--- src/rtl/shift_reg_arbiter.sv ---
// shift_reg_arbiter: round-robin sharing of one shift_reg delay line with an owner-tag pipe and flush sequencer
module shift_reg_arbiter #(
    parameter int Width  = 8,
    parameter int Size   = 3,
    parameter int NumReq = 2,
    localparam int IdW   = $clog2(NumReq),
    localparam int OccW  = $clog2(Size + 1)
) (
    input  logic                    clk_i,
    input  logic                    rst_ni,
    input  logic [NumReq-1:0]       req_valid_i,
    input  logic [NumReq*Width-1:0] req_data_i,
    output logic [NumReq-1:0]       req_ready_o,
    input  logic                    flush_i,
    output logic                    sr_we_o,
    output logic [Width-1:0]        sr_data_o,
    input  logic [Width-1:0]        sr_data_i,
    output logic                    out_valid_o,
    output logic [IdW-1:0]          out_id_o,
    output logic [Width-1:0]        out_data_o,
    output logic [OccW-1:0]         occ_o,
    output logic                    flush_done_o
);
    localparam logic [0:0] RUN   = 1'b0;
    localparam logic [0:0] FLUSH = 1'b1;
    logic [0:0]      state;
    logic [IdW-1:0]  rr_ptr, gnt_id;
    logic            gnt_found, transfer;
    logic [Size-1:0] tv_q, tv_n;
    logic [IdW-1:0]  tid_q [Size];
    logic [IdW-1:0]  tid_n [Size];
    logic [OccW-1:0] occ_n;
    // first valid requester at or after the round-robin pointer
    always_comb begin
        gnt_found = 1'b0;
        gnt_id    = '0;
        for (int k = 0; k < NumReq; k++)
            if (!gnt_found && req_valid_i[(int'(rr_ptr) + k) % NumReq]) begin
                gnt_found = 1'b1;
                gnt_id    = IdW'((int'(rr_ptr) + k) % NumReq);
            end
    end
    // outputs are gated by rst_ni so they read 0 while reset is held
    assign transfer     = rst_ni && state == RUN && !flush_i && gnt_found;
    assign req_ready_o  = transfer ? NumReq'(1) << gnt_id : '0;
    assign sr_we_o      = rst_ni && (state == FLUSH || transfer);
    assign sr_data_o    = transfer ? req_data_i[gnt_id*Width +: Width] : '0;
    assign out_data_o   = sr_data_i;
    assign out_id_o     = tid_q[Size-1];
    // tag pipe mirrors the delay line; bubbles carry valid=0, id=0
    always_comb begin
        tv_n  = tv_q;
        tid_n = tid_q;
        occ_n = '0;
        if (sr_we_o) begin
            tv_n[0]  = transfer;
            tid_n[0] = transfer ? gnt_id : '0;
            for (int k = 1; k < Size; k++) begin
                tv_n[k]  = tv_q[k-1];
                tid_n[k] = tid_q[k-1];
            end
        end
        for (int k = 0; k < Size; k++)
            occ_n = occ_n + OccW'(tv_n[k]);
    end
    // state, pointer, tag pipe and pulse registers
    always_ff @(posedge clk_i or negedge rst_ni) begin
        if (!rst_ni) begin
            state        <= RUN;
            rr_ptr       <= '0;
            tv_q         <= '0;
            tid_q        <= '{default: '0};
            occ_o        <= '0;
            out_valid_o  <= 1'b0;
            flush_done_o <= 1'b0;
        end else begin
            tv_q         <= tv_n;
            tid_q        <= tid_n;
            occ_o        <= occ_n;
            out_valid_o  <= sr_we_o && tv_n[Size-1];
            flush_done_o <= 1'b0;
            if (transfer)
                rr_ptr <= gnt_id == IdW'(NumReq - 1) ? '0 : gnt_id + 1'b1;
            if (state == RUN && flush_i) begin
                if (occ_o == '0) flush_done_o <= 1'b1;
                else             state        <= FLUSH;
            end else if (state == FLUSH && occ_n == '0) begin
                state        <= RUN;
                flush_done_o <= 1'b1;
            end
        end
    end
endmodule

--- config.mk ---
export PLATFORM = sky130hd
export DESIGN_NAME = shift_reg_arbiter
export DESIGN_NICKNAME = d
export VERILOG_FILES = /design/src/rtl/shift_reg_arbiter.sv
export SDC_FILE = /design/constraint.sdc
export NUM_CORES = 1
export LEC_CHECK = 0
export BUFFER_PORTS_ARGS = -buffer_cell sky130_fd_sc_hd__buf_4
export CAP_MARGIN = 30
export CORE_MARGIN = 2
export CORE_UTILIZATION = 40
export CTS_BUF_LIST = sky130_fd_sc_hd__clkbuf_4
export CTS_CLUSTER_DIAMETER = 50
export DETAILED_ROUTE_END_ITERATION = 8
export GPL_ROUTABILITY_DRIVEN = 0
export GPL_TIMING_DRIVEN = 0
export PLACE_DENSITY_LB_ADDON = 0.25
export SLEW_MARGIN = 20
export SYNTH_ARGS = -nofsm -noshare
export SYNTH_HDL_FRONTEND = slang
export SYNTH_SLANG_ARGS = --single-unit
--- constraint.sdc ---
create_clock -name clk_i -period 2.1 [get_ports clk_i]
set_input_delay 0.105 -clock clk_i [delete_from_list [all_inputs] [get_ports clk_i]]
set_output_delay 0.105 -clock clk_i [all_outputs]
set_load 0.01 [all_outputs]
==> impl_results.md <==
* Status: completed
* GR Overflow Total at 0
* Worst endpoint required time at around 2.3 ns
* Max Fanout on Critical Path at 8
* Delay of the slowest cell on the worst path at between 0.5 and 0.6 ns
* Worst-case headroom to the max-slew limit at 0.821
* Comb pwr share at 0.484
* Static leakage at 0.560 nW
* Final core utilization at 0.650
* Vias/cell at about 5
* First-pass iteration count of the detailed router at 3
* Final Routed Wirelength at 1.52 mm
* Final cell count without fillers at approximately 120
* Clock-pin slew reported for the worst setup and hold paths after clock tree synthesis at roughly 0.070 ns
* Post-route design area at ~1100 um^2
* ANT cells at 0
* Share of total power consumed by net switching at 0.350
* CP delay by family, top: adder cells
* Final setup margin at between 0.1 and 0.15 ns
* Average cell area after synthesis at around 12 um^2
* Initial DRC count at 2
* Max capacitance violation total at 0
* Area of the multi-input gates at 314 um^2
* Placed instance area at ~1000 um^2
* Cell area after synthesis at between 600 and 700 um^2
* Power spent charging and discharging nets at 0.366 mW
* Tot Pwr at 1.05 mW
* Net Count, Synth at 87
* Final hold violation count at 0
* Power density over cell area at between 900 and 1000 nW/um^2
* Internal power of the cells at 0.680 mW
* Area taken by flip-flops and latches at about 300 um^2
* Clock group share of total power at 0.137
* Startpoint type of the worst setup path: flip-flop
* Antenna-violating nets left at 0
* Die Outline Area at ~2100 um^2
* Crit path capture type: flip-flop
* Final Cycle Share at 0.930
* Final HPWL from detailed placement at between 1 and 1.5 mm
* Slowest stage cell, crit path: sky130_fd_sc_hd__fa_1
* Final period demand of the worst path at 1.95 ns
* Highest ir drop seen on vdd at 0.637 mV
* Distinct cells, synth at 17
* Max Fclk at ~500 MHz
* Die outline width at ~46 um
* Kind of critical path: reg2reg
* RSZ-0062 raised after global routing: no
* Boundary Pins at between 50 and 60
* Standard cell core area at ~1700 um^2
* Sum of buffers and inverters on the critical path at 1
* Clock sink count at 12
* Max-slew violation count at 0
* # placed instances at between 100 and 150
* Filler cell count in the final layout at 150
* Worst slack after detailed placement at around 0.051 ns
* Worst hold slack after final layout at 0.104 ns
* Antenna violations before repair at 0
* Final count of negative-setup-slack endpoints at 0
* DRC violations left at 0
* Initial core utilization at 0.413
* Wire length of the first global-routing pass at roughly 2.3 mm
* Std cell rows at 15
* Clock insertion delay at the later pin of the skew report at 0.27 ns
* Via total after detailed routing at between 600 and 700
* Setup Skew at around 0.0023 ns
* Number of port buffers at 44
* Clock tree from TritonCTS: done
* All-Layer GR Usage at 0.159
* Commonest non-fill, non-tap cells in the layout: sky130_fd_sc_hd__buf_4 (53), sky130_fd_sc_hd__dfrtp_1 (12), sky130_fd_sc_hd__a22o_1 (8), sky130_fd_sc_hd__o21ai_0 (4)
* Vert. Die Dim at roughly 46 um
* Buffers from clock root to sink, at most at 2
* Sequential area share after synthesis at 0.435
* Worst slew pin tran at around 0.27 ns
* Fraction of final layout cells with drive strength greater than 1 at 0.617
* Sequential group share of total power at 0.380
* Largest net degree at the start of global routing at 18
* Cells traversed along the worst timing path: buf_2, o21ai_4, mux2_2, fa_1, nor2_1, nand2_1, o21ai_0
* Number of warning messages in the yosys log at 0
* Hold WC Path Type: in2reg
* Layout Area Growth over Synthesis at 57.2%
* CTS H-tree depth at 1
* Via count of the first global-routing pass at ~550
* Arrival time of the worst setup path at between 2 and 2.5 ns
* Buffer type at the clock tree root: sky130_fd_sc_hd__clkbuf_4
* Final total negative setup slack at 0 ns
* Number of buffers inserted during clock tree synthesis at 3
* Leading cell type in the layout, fill and taps excluded: sky130_fd_sc_hd__buf_4
* Nets at ~140
* Flops & latches, synth at 12
* Cells after Synth at between 50 and 60
* Wirelength per Cell at about 12 um
[Yosys cell counts, drive strengths merged]
master,number,area [um^2]
nand4bb,2,55.1
dfrtp,12,300
buf,9,65.1
nor2,3,11.3
a22o,8,70.1
nand2,3,11.3
o21ba,1,10.0
mux2,4,45.0
o21ai,6,41.3
a21oi,4,42.5
fa,1,20.0
a21o,1,7.51
inv,3,11.3
[worst min-delay path, stage by stage]
cell                      delay [ns]
sky130_fd_sc_hd__buf_4          0.13
sky130_fd_sc_hd__nand2_1        0.05
sky130_fd_sc_hd__o21ai_0        0.06
[power by group through the flow]
stage	combinational (mW)	clock (mW)	sequential, mW
finish	0.506	0.143	0.397
global route	0.569	0.163	0.414
CTS	0.508	0.150	0.398
detailed placement	0.506	0	0.402
global placement	0.494	0	0.395
floorplan	0.291	0	0.409
[path summary, 6_finish.rpt]
path / startpoint / to / slack [ns] / cells past startpoint
setup reg to reg: state$_DFFE_PN0P_ / flush_done_o$_DFF_PN0_ / 0.15 / 7
max in group asynchronous: rst_ni / out_valid_o$_DFF_PN0_ / 1.66 / 2
setup / recovery: state$_DFFE_PN0P_ / flush_done_o$_DFF_PN0_ / 0.15 / 7
hold reg to reg: tid_q[2]$_DFFE_PN0P_ / tid_q[2]$_DFFE_PN0P_ / 0.49 / 1
min in group asynchronous: rst_ni / rr_ptr$_DFFE_PN0P_ / 0.24 / 2
hold / removal: flush_i / flush_done_o$_DFF_PN0_ / 0.10 / 3
[final cells by class]
class | count | share of cell area
repair buffers | 46 | 0.320
multi-input cells | 33 | 0.289
flip-flops and latches | 12 | 0.276
plain buffers | 9 | 0.0599
clock buffers | 3 | 0.0207
well taps | 17 | 0.0196
inverters | 3 | 0.0104
clock inverters | 1 | 0.00346
[metal layers]
layer	vias up	track usage	part of all wire
met5	-	0	0
met4	0	0.106	0.021
met3	2	0.0476	0.15
met2	44	0.248	0.47
met1	265	0.189	0.36
li1	295	-	-
[sequential cells by signal (all words and copies together) (netlist names)]
register,count
flush_done_o,1
occ_o,2
out_id_o,1
out_valid_o,1
tid_q,2
tv_q,3
state,1
rr_ptr,1
[what timing repair did]
| action | in CTS | in global routing |
|---|---|---|
| endpoints found under the hold margin | 12 | 0 |
| endpoints found under the setup margin | 0 | 2 |
| gates resized for setup | 0 | 1 |
| setup buffers | 0 | 1 |
| hold buffers | 1 | 0 |
[cells by family (layout without fill, tap and decap cells)]
family | count (synthesis) | count (layout) | synth area share
AND/OR/NAND/NOR | 8 | 8 | 0.112
multiplexers | 4 | 4 | 0.0652
flip-flops | 12 | 12 | 0.435
adder cells (fa/ha/maj) | 1 | 1 | 0.0290
buffers and inverters | 12 | 62 | 0.111
AO/OA/AOI/OAI | 20 | 20 | 0.248
No activity file was read; power rests on OpenSTA's default activity.
